==> src/rtl/cache_perf_pkg.sv <==
// cache_perf_pkg: FSM states, snapshot read selectors and selector count shared by cache_perf_mon
package cache_perf_pkg;
  typedef enum logic [1:0] {S_IDLE, S_RUN, S_HOLD} perf_state_e;
  typedef enum logic [2:0] {SEL_ACC, SEL_HIT, SEL_MISS, SEL_CYC, SEL_STALL} rd_sel_e;
  localparam int NUM_SEL = 5;
endpackage

==> src/rtl/perf_sat_counter.sv <==
// perf_sat_counter: saturating event counter; d_o is the next value so callers can snapshot the
// current cycle's event, sat_o flags that the counter sits at all-ones.
module perf_sat_counter #(
  parameter int W = 32
) (
  input  logic         clk_i,
  input  logic         rst_i,
  input  logic         clr_i,
  input  logic         inc_i,
  output logic [W-1:0] d_o,
  output logic         sat_o
);
  logic [W-1:0] cnt_q;
  assign d_o = clr_i ? '0 : (inc_i && cnt_q != '1) ? cnt_q + 1'b1 : cnt_q;
  assign sat_o = &d_o;
  always_ff @(posedge clk_i or posedge rst_i)
    if (rst_i) cnt_q <= '0;
    else cnt_q <= d_o;
endmodule

==> src/rtl/cache_perf_mon.sv <==
// cache_perf_mon: per-channel cache access/hit/miss/cycle counters with windowed runs and snapshot reads.
// Define PERF_MISS_LAT_EN to add the miss_stall_i port and per-channel stall counters.
module cache_perf_mon
  import cache_perf_pkg::*;
#(
  parameter int NUM_CH = 2,
  parameter int CNT_W  = 32,
  parameter int WIN_W  = 16
) (
  input  logic                      clk_i,
  input  logic                      rst_i,
  input  logic                      start_i,
  input  logic                      stop_i,
  input  logic                      clear_i,
  input  logic [WIN_W-1:0]          win_len_i,
  input  logic [NUM_CH-1:0]         acc_vld_i,
  input  logic [NUM_CH-1:0]         acc_hit_i,
`ifdef PERF_MISS_LAT_EN
  input  logic [NUM_CH-1:0]         miss_stall_i,
`endif
  input  logic [$clog2(NUM_CH)-1:0] rd_ch_i,
  input  logic [2:0]                rd_sel_i,
  output logic [CNT_W-1:0]          rd_data_o,
  output logic                      busy_o,
  output logic                      win_done_o,
  output logic [NUM_CH-1:0]         ovf_o
);
  perf_state_e state_q, state_d;
  logic [WIN_W-1:0] win_len_q, win_len_d, win_cnt_q, win_cnt_d;
  logic win_done_q, win_done_d;
  logic [NUM_CH-1:0] ovf_q, ovf_d;
  logic [CNT_W-1:0] rd_data_q, rd_data_d;
  logic [CNT_W-1:0] snap_q [NUM_CH][NUM_SEL];
  logic [CNT_W-1:0] live_d [NUM_CH][NUM_SEL];
  logic sat [NUM_CH][NUM_SEL];
  logic run, enter, wend, take, rd_ok;
  assign run = state_q == S_RUN && !clear_i;
  assign enter = state_q != S_RUN && start_i && !stop_i && !clear_i;
  assign wend = run && win_len_q != '0 && win_cnt_q == win_len_q - 1'b1;
  assign take = run && (stop_i || wend);
  assign state_d = clear_i ? S_IDLE : enter ? S_RUN : take ? S_HOLD : state_q;
  assign win_len_d = enter ? win_len_i : win_len_q;
  assign win_cnt_d = enter ? '0 : run ? win_cnt_q + 1'b1 : win_cnt_q;
  assign win_done_d = wend;
  for (genvar c = 0; c < NUM_CH; c++) begin : g_ch
    logic [3:0] ev;
    assign ev = {4{run}} & {1'b1, acc_vld_i[c] & ~acc_hit_i[c], acc_vld_i[c] & acc_hit_i[c], acc_vld_i[c]};
    for (genvar s = 0; s < 4; s++) begin : g_sel
      perf_sat_counter #(.W(CNT_W)) u_cnt (
        .clk_i, .rst_i, .clr_i(clear_i | enter), .inc_i(ev[s]), .d_o(live_d[c][s]), .sat_o(sat[c][s])
      );
    end
`ifdef PERF_MISS_LAT_EN
    perf_sat_counter #(.W(CNT_W)) u_stall (
      .clk_i, .rst_i, .clr_i(clear_i | enter), .inc_i(run & miss_stall_i[c]),
      .d_o(live_d[c][SEL_STALL]), .sat_o(sat[c][SEL_STALL])
    );
`else
    assign live_d[c][SEL_STALL] = '0;
    assign sat[c][SEL_STALL] = 1'b0;
`endif
  end
  always_comb begin
    ovf_d = ovf_q;
    for (int c = 0; c < NUM_CH; c++)
      for (int s = 0; s < NUM_SEL; s++)
        ovf_d[c] = ovf_d[c] | sat[c][s];
    ovf_d = clear_i ? '0 : ovf_d;
  end
  assign rd_ok = int'(rd_ch_i) < NUM_CH && int'(rd_sel_i) < NUM_SEL;
  assign rd_data_d = rd_ok ? snap_q[rd_ch_i][rd_sel_i] : '0;
  always_ff @(posedge clk_i or posedge rst_i)
    if (rst_i) begin
      state_q <= S_IDLE;
      win_len_q <= '0;
      win_cnt_q <= '0;
      win_done_q <= 1'b0;
      ovf_q <= '0;
      rd_data_q <= '0;
    end else begin
      state_q <= state_d;
      win_len_q <= win_len_d;
      win_cnt_q <= win_cnt_d;
      win_done_q <= win_done_d;
      ovf_q <= ovf_d;
      rd_data_q <= rd_data_d;
    end
  // live_d is already zero during clear, so one copy path serves both snapshot and clear
  always_ff @(posedge clk_i or posedge rst_i)
    if (rst_i) begin
      for (int c = 0; c < NUM_CH; c++)
        for (int s = 0; s < NUM_SEL; s++)
          snap_q[c][s] <= '0;
    end else if (clear_i || take) begin
      snap_q <= live_d;
    end
  assign busy_o = state_q == S_RUN;
  assign win_done_o = win_done_q;
  assign ovf_o = ovf_q;
  assign rd_data_o = rd_data_q;
endmodule

==> config.mk <==
export PLATFORM = sky130hd
export DESIGN_NAME = cache_perf_mon
export DESIGN_NICKNAME = d
export VERILOG_FILES = /design/src/rtl/cache_perf_pkg.sv /design/src/rtl/perf_sat_counter.sv /design/src/rtl/cache_perf_mon.sv
export SDC_FILE = /design/constraint.sdc
export NUM_CORES = 1
export LEC_CHECK = 0
export ABC_AREA = 1
export BUFFER_PORTS_ARGS = -buffer_cell sky130_fd_sc_hd__clkbuf_2
export CAP_MARGIN = 20
export CORE_UTILIZATION = 55
export CTS_BUF_LIST = sky130_fd_sc_hd__clkbuf_4 sky130_fd_sc_hd__clkbuf_8
export CTS_CLUSTER_SIZE = 8
export DETAILED_ROUTE_END_ITERATION = 16
export PLACE_DENSITY = 0.79
export SYNTH_ARGS = -nofsm -noshare
export SYNTH_HDL_FRONTEND = slang
export SYNTH_HIERARCHICAL = 1
export SYNTH_SLANG_ARGS = --single-unit
export TNS_END_PERCENT = 10
==> constraint.sdc <==
create_clock -name clk_i -period 13.42 [get_ports clk_i]
set_input_delay 2.684 -clock clk_i [delete_from_list [all_inputs] [get_ports clk_i]]
set_output_delay 2.684 -clock clk_i [all_outputs]
set_load 0.02 [all_outputs]
==> results of run 1 <==
-- registers in the layout, indices dropped and copies added (netlist names) --
signal / flops
win_done_o: 1
ovf_o: 2
g_ch.g_sel.u_cnt/cnt_q: 256
win_len_q: 16
rd_data_o: 32
snap_q: 256
state_q: 2
win_cnt_q: 16
-- through the flow --
step / hold WS [ns] / total power [mW] / setup slack [ns]
6_report: 0.4970 / 3.935 / 6.846
5_1_grt: 0.5160 / 4.057 / 6.652
4_1_cts: 0.4978 / 3.945 / 7.038
3_5_place_dp: 0.4885 / 2.144 / 6.288
3_3_place_gp: 0.4734 / 2.142 / 6.333
2_1_floorplan: 0.4527 / 2.047 / 1.738
-- routing by layer --
layer  vias to the layer above  wire, um
met5                         -        35
met4                         4      4594
met3                       239     10980
met2                      1557     44940
met1                     16010     47620
li1                      16160         -
-- worst max-delay path, delay by kind of cell --
kind / cells / cell delay (ns)
buffers and inverters: 5 / 2.70
AND/OR/NAND/NOR: 4 / 1.62
-- placed cells by master, fill, tap and decap left out, types with 3 or more instances in the layout --
master	count
a21o_1	32
a21oi_1	43
a31oi_1	33
buf_4	25
bufinv_16	6
clkbuf_2	63
clkbuf_4	21
clkbuf_8	129
clkinv_2	16
dfrtp_1	581
ha_1	10
inv_1	633
inv_2	26
inv_8	3
nand2_1	1479
nand2_2	43
nand2_4	6
nand3_1	791
nand3_2	14
nand3b_1	3
nand4_1	89
nor2_1	758
nor2_2	48
nor2_4	23
nor3_1	36
nor3_2	3
o21ai_0	192
o21ai_1	6
o21bai_1	4
o22ai_1	32
xnor2_1	4
xor2_1	19
-- report_power, final --
part	switching (mW)	leakage, nW	internal (mW)
registers	0.0268	8.06	1.78
clock network	0.778	1.19	1.04
logic	0.244	10.5	0.0712
-- how the worst max path moves through the flow --
stage | from | end | slack, ns | depth (start not counted)
after floorplan | rst_i | ovf_o[0] | 1.74 | 1
after global routing | clear_i | snap_q[119] | 6.65 | 15
after global placement | clear_i | snap_q[148] | 6.33 | 9
after detailed placement | clear_i | snap_q[154] | 6.29 | 9
after CTS | clear_i | snap_q[257] | 7.04 | 9
final | clear_i | snap_q[154] | 6.85 | 9
-- kinds of logic after synthesis --
| kind of cell | share of synthesized area, % |
|---|---|
| AND/OR/NAND/NOR | 41.23 |
| AO/OA/AOI/OAI | 5.459 |
| buffers and inverters | 10.39 |
| adder cells (fa/ha/maj) | 0.3613 |
| XOR/XNOR | 0.5816 |
| flip-flops | 41.98 |
-- area by class of cell --
class | count | area [um2] | share of cell area, %
Clock buffer | 150 | 1933 | 5.168
Clock inverter | 26 | 314.1 | 0.8396
Sequential cell | 581 | 14540 | 38.87
Timing Repair Buffer | 89 | 530.5 | 1.418
Inverter | 664 | 2509 | 6.707
Tap cell | 837 | 1047 | 2.800
Multi-Input combinational cell | 3681 | 16530 | 44.19
Antenna cell | 1 | 2.502 | 0.006690
==> impl_metrics.py, run 1 <==
metrics = {
    "power_and_ir_drop": {
        "pwr_density_cell_mw_per_mm2": 105.2,
        "peakVddDrop_mv": 0.08453,
        "power.leakage_nw": 19.74,
    },
    "floorplanning": {
        "die_h_um": 252.9,
        "initial_core_util_pct": 55.91,
        "core_mm2": 0.06194,
        "fp-row-count": 91,
        "ios": 65,
        "die_area_mm2": 0.06398,
        "die_x_um": 252.9,
    },
    "timing": {
        "layout_min_cycle_time_ns": 6.574,
        "slew_headroom_pct": 21.21,
        "rsz0062_at_grt": "no",
        "fin_crit_sh_pct": 48.99,
        "fin_skew_ns": 0.06000,
        "max_freq_ghz": 0.1521,
        "slew_viol_final": 0,
        "hold_viol": 0,
        "tightest_slew_ns": 1.182,
        "setup_tns_ns": 0,
        "finalSetupViolCount": 0,
    },
    "drt": {
        "firstDrtPassIters": 7,
        "wl_per_cell_um": 17.94,
        "vias": 33970,
        "drt-initial-drc-count": 4025,
        "vias_per_cell": 5.634,
        "drc": 0,
        "drt_wl_total_mm": 108.2,
        "antenna_left": 0,
    },
    "logic_synthesis": {
        "syn-mean-instance-area_um2": 6.752,
        "synth-async-reset-ratio_pct": 100.0,
        "synth.area.top_cells": "dfrtp_1 42%, nand2_1 16%, nand3_1 11%, nor2_1 8.2%, inv_1 6.9%",
        "synth.most_common_cell": "nand2_1",
        "synth_top_area_share_pct": 41.98,
        "ys_top_cells_by_count": "1480 x nand2_1, 791 x nand3_1, 759 x nor2_1, 635 x inv_1, 581 x dfrtp_1",
        "synth_seq_area_share_pct": 41.98,
        "syn_inst": 5129,
        "synth_cell_type_count": 38,
        "synthFlopType": "dfrtp_1",
        "synth_edf_count": 0,
        "synth_warnings": 6,
        "netlist_area_mm2": 0.03463,
        "ys_ff_latch": 581,
        "synth_fp_nets": 5168,
        "yosysTopAreaCell": "dfrtp_1",
    },
    "clocking": {
        "path_clk_slew_ns": 0.06,
        "worst_skew_pair.late_latency_ns": 0.75,
        "cts_tree": "done",
        "cts_made_buffers": 100,
        "ctsResizeCount": 0,
        "cts_htree_levels": 3,
        "clock_sinks": 581,
        "cts_hold_buf": 0,
        "clock_tree.buffer_depth": 3,
        "cts-root-buf": "clkbuf_8",
        "post_cts_buffers": 0,
    },
    "worst_setup_path": {
        "worst_r2r_endpoint": "snap_q[154]",
        "max_stage_delay_ns": 0.84,
        "cp-end-kind": "register",
        "critPathRequiredTime_ns": 14.09,
        "rrSetupSlack_ns": 8.68,
        "crit_fanout": 93,
        "slowest_stage": "buf_4",
        "worstSetupPathType": "in -> reg",
        "crit_path_start_kind": "primary input",
        "worstRegToRegCells": 9,
        "r2r-start": "state_q[0]",
        "arrival_ns": 7.24,
        "worstPathCellList": "clkbuf_2 > inv_8 > nand2_1 > clkinv_1 > nand2_8 > buf_4 > buf_4 > nand3_1 > nand2_1",
    },
    "outcome": {
        "status": "finished clean",
    },
    "place": {
        "gp_congestion": 0.9831,
        "numPlacedInstances": 5851,
        "placed_area_mm2": 0.03513,
        "hpwlAfterDp_mm": 78.08,
        "portBuffers": 64,
    },
    "hold_path": {
        "min_to": "win_cnt_q[15]",
        "holdPathStages": 1,
        "hold_start": "win_cnt_q[15]",
        "worstHoldPathType": "reg -> reg",
    },
    "global_route": {
        "met3_usage_pct": 7.206,
        "gr-usage-met1_pct": 50.56,
        "grt_pass1_vias": 30950,
        "grt_max_degree": 176,
        "grt_pass1_wl_mm": 170.4,
        "grt_busiest_layer": "met1",
        "grtUsageTotal_pct": 34.03,
        "use_met2_pct": 47.78,
        "antenna_found_initial": 5,
        "grt_remaining_overflow": 0,
    },
    "job": {
        "drv_cap": 0,
    },
    "final_layout": {
        "layout.nets": 5156,
        "layout.cells.non_filler": 6029,
        "fill_cells": 5890,
        "final_cell_area_mm2": 0.03740,
        "drive_above_1_share_pct": 8.418,
        "synthToLayoutAreaGrowth_pct": 7.999,
        "final_util_pct": 60.39,
    },
}
(Power assumes the default switching activity.)
==> inputs of run 2 (changes only) <==
Settings changed: ABC_AREA 1 to 0, PLACE_DENSITY 0.79 to 0.82.
Clock period 13.42 ns to 6.01 ns, I/O delays scaled along.
==> run 2 against run 1 <==
Via count down 5.3%. First-iteration DRC count up 11%. Global-route usage down 1.2 points. Clock power up 130%. Largest power group is now clock. Area after synthesis up 4.3%. Sequential share of layout area down 1.7 points. Count of clock-buffer cells in the layout up 6. Critical path depth up 6. Critical endpoint is now ovf_o[1]. Largest cell class unchanged. Register-to-register slack worse by 7.2 ns. Sequential power up 120%. Final cell count down 20%.
==> impl_metrics.py, run 2 <==
metrics = {
    "final_layout": {
        "layout_commonest_cell": "nand2_1",
        "layout.nets": 3918,
        "synthToLayoutAreaGrowth_pct": 8.380,
        "layout_common_cells": "634 x nand2_1, 581 x dfrtp_1, 340 x nor2_1",
        "drive_above_1_share_pct": 12.37,
        "final_cell_area_mm2": 0.03915,
    },
    "logic_synthesis": {
        "synth_compound_area_share_pct": 21.19,
        "synth_edf_count": 0,
        "synth-async-reset-ratio_pct": 100.0,
        "synthXorXnorAreaFrac_pct": 4.316,
        "synthFlopType": "dfrtp_1",
        "ys_ff_latch": 581,
        "synth_cell_type_count": 84,
        "muxShareOfSynthArea_pct": 6.370,
        "synth_top_area_share_pct": 40.25,
        "netlist_area_mm2": 0.03612,
        "syn-mean-instance-area_um2": 9.188,
        "synth_top_family_by_area": "simple AND/OR/NAND/NOR gates",
        "synth_fp_nets": 3970,
        "ys_top_cells_by_count": "636 x nand2_1, 581 x dfrtp_1, 343 x nor2_1, 271 x o211ai_1, 262 x a21o_1",
        "yosysTopAreaCell": "dfrtp_1",
        "synth.most_common_cell": "nand2_1",
        "synth-simple-area-share_pct": 23.33,
        "synthAdderAreaFrac_pct": 0.3464,
        "synth_seq_area_share_pct": 40.25,
        "synth_warnings": 6,
        "syn_inst": 3931,
        "synth.area.top_cells": "dfrtp_1 40%, nand2_1 6.6%, o211ai_1 5.6%, a21o_1 5.4%, a22oi_1 5.3%",
    },
    "timing": {
        "fin_ws_ns": 1.257,
        "slew_viol_final": 0,
        "setup_tns_ns": 0,
        "max_freq_ghz": 0.2104,
        "hold_viol": 0,
        "fin_crit_sh_pct": 79.08,
        "rsz0062_at_grt": "no",
        "tightest_slew_ns": 1.142,
        "layout_min_cycle_time_ns": 4.753,
        "fin_skew_ns": 0.05092,
        "finalSetupViolCount": 0,
        "slew_headroom_pct": 23.89,
    },
    "drt": {
        "vias": 32160,
        "drc": 0,
        "antenna_left": 0,
        "wl_per_cell_um": 22.84,
        "firstDrtPassIters": 6,
        "drt-initial-drc-count": 4466,
        "drt_wl_total_mm": 110.0,
        "vias_per_cell": 6.677,
    },
    "clocking": {
        "cts_htree_levels": 3,
        "cts-root-buf": "clkbuf_8",
        "post_cts_buffers": 0,
        "cts_made_buffers": 101,
        "cts_tree": "done",
        "clock_sinks": 581,
        "worst_skew_pair.late_latency_ns": 0.73,
        "cts_hold_buf": 0,
        "ctsResizeCount": 0,
        "path_clk_slew_ns": 0.06,
        "clock_tree.buffer_depth": 3,
    },
    "worst_setup_path": {
        "arrival_ns": 5.39,
        "worstSetupPathType": "in -> reg",
        "crit_fanout": 16,
        "cp-end-kind": "register",
        "worstRegToRegCells": 14,
        "worst_r2r_endpoint": "ovf_o[1]",
        "r2r-start": "state_q[1]",
        "critPathRequiredTime_ns": 6.65,
        "crit_path_start_kind": "primary input",
        "rrSetupSlack_ns": 1.48,
    },
    "global_route": {
        "grtUsageTotal_pct": 32.84,
        "grt_pass1_wl_mm": 174.0,
        "grt_max_degree": 199,
        "grt_remaining_overflow": 0,
        "grt_pass1_vias": 30050,
        "antenna_found_initial": 4,
    },
    "power_and_ir_drop": {
        "switching_share_pct": 25.85,
        "p_comb_share_pct": 6.7,
        "seqPwrFrac_pct": 45.6,
        "p_clk_share_pct": 47.7,
        "power.leakage_nw": 15.12,
        "p_int_mw": 6.525,
        "switchingPower_mw": 2.275,
        "pwr_density_cell_mw_per_mm2": 224.8,
        "peakVddDrop_mv": 0.1877,
    },
    "outcome": {
        "status": "finished clean",
    },
    "floorplanning": {
        "fp-row-count": 93,
        "die_area_mm2": 0.06670,
        "die_h_um": 258.3,
        "die_x_um": 258.3,
        "ios": 65,
        "initial_core_util_pct": 55.83,
        "core_mm2": 0.06470,
    },
    "place": {
        "post-place-ws_ns": 0.5366,
        "gp_congestion": 0.9864,
        "hpwlAfterDp_mm": 74.42,
        "placed_area_mm2": 0.03681,
        "portBuffers": 64,
    },
    "hold_path": {
        "hold_start": "win_len_q[15]",
        "worstHoldPathType": "reg -> reg",
        "holdPathStages": 1,
        "min_to": "win_len_q[15]",
    },
    "job": {
        "drv_cap": 0,
    },
}
-- run 2: cell types whose count changed in the layout (fill, tap and decap cells not counted), sizes merged, moves of 257 or more --
cell / delta
a22oi: +257
inv: -610
nand2: -893
nand3: -650
nor2: -486
o211ai: +271
-- run 2: routing by layer --
layer / vias up / GRT usage, % / wire length (um)
met5: - / 0.07123 / 13
met4: 2 / 13.18 / 4224
met3: 202 / 7.786 / 11820
met2: 1537 / 48.02 / 48240
met1: 15980 / 46.98 / 45710
li1: 14440 / - / -
-- run 2: worst max path at each step --
| stage | end | start | slack, ns |
|---|---|---|---|
| floorplan | ovf_o[0] | rst_i | 0.47 |
| global placement | ovf_o[1] | clear_i | 0.64 |
| detailed placement | ovf_o[1] | clear_i | 0.54 |
| CTS | ovf_o[1] | clear_i | 1.30 |
| global route | ovf_o[1] | clear_i | 1.13 |
| finish | ovf_o[1] | clear_i | 1.26 |
-- run 2: cell type report --
class / instances / area (um2)
Antenna cell: 1 / 2.502
Clock buffer: 156 / 1959
Clock inverter: 29 / 371.6
Fill cell: 5493 / 25550
Inverter: 49 / 195.2
Multi-Input combinational cell: 3026 / 20110
Sequential cell: 581 / 14540
Tap cell: 855 / 1070
Timing Repair Buffer: 120 / 895.9
-- run 2: worst max-delay path, cell delays in order --
cell,delay (ns)
clkbuf_2,0.11
nor3b_2,0.22
buf_4,0.32
and2_1,0.32
nor2b_1,0.18
buf_4,0.20
nand3_1,0.10
or3_1,0.46
or4b_4,0.57
xor2_1,0.17
or3_1,0.34
or4_1,0.51
nor4_2,0.36
nor2_1,0.16
a21oi_1,0.15
-- run 2: kinds of logic (layout without fill, tap and decap cells) --
kind of cell | after synthesis | in the layout
other | 0 | 1
and+or+nand+nor | 1685 | 1685
muxes | 146 | 146
adders and majority gates | 10 | 10
DFF | 581 | 581
AOI/OAI and AO/OA | 1007 | 1007
buffers and inverters | 324 | 354
xor gates and xnor gates | 178 | 178
-- run 2: per-stage QoR --
step / hold slack [ns] / instances / total power [mW] / utilization, %
CTS: 0.5792 / 4816 / 8.832 / 60.50
detailed placement: 0.5665 / 4631 / 4.665 / 56.90
global route: 0.6021 / 4817 / 9.046 / 60.51
finish: 0.5728 / 4817 / 8.800 / 60.51
floorplan: 0.5234 / 3931 / 4.487 / -
global placement: 0.5363 / 4631 / 4.655 / 56.90
-- run 2: power groups by stage --
| stage | logic [mW] | registers, mW | clock network [mW] |
|---|---|---|---|
| after floorplan | 0.428 | 4.06 | 0 |
| after global placement | 0.578 | 4.08 | 0 |
| after detailed placement | 0.585 | 4.08 | 0 |
| after CTS | 0.587 | 4.01 | 4.23 |
| after global routing | 0.640 | 4.02 | 4.39 |
| final | 0.591 | 4.01 | 4.20 |
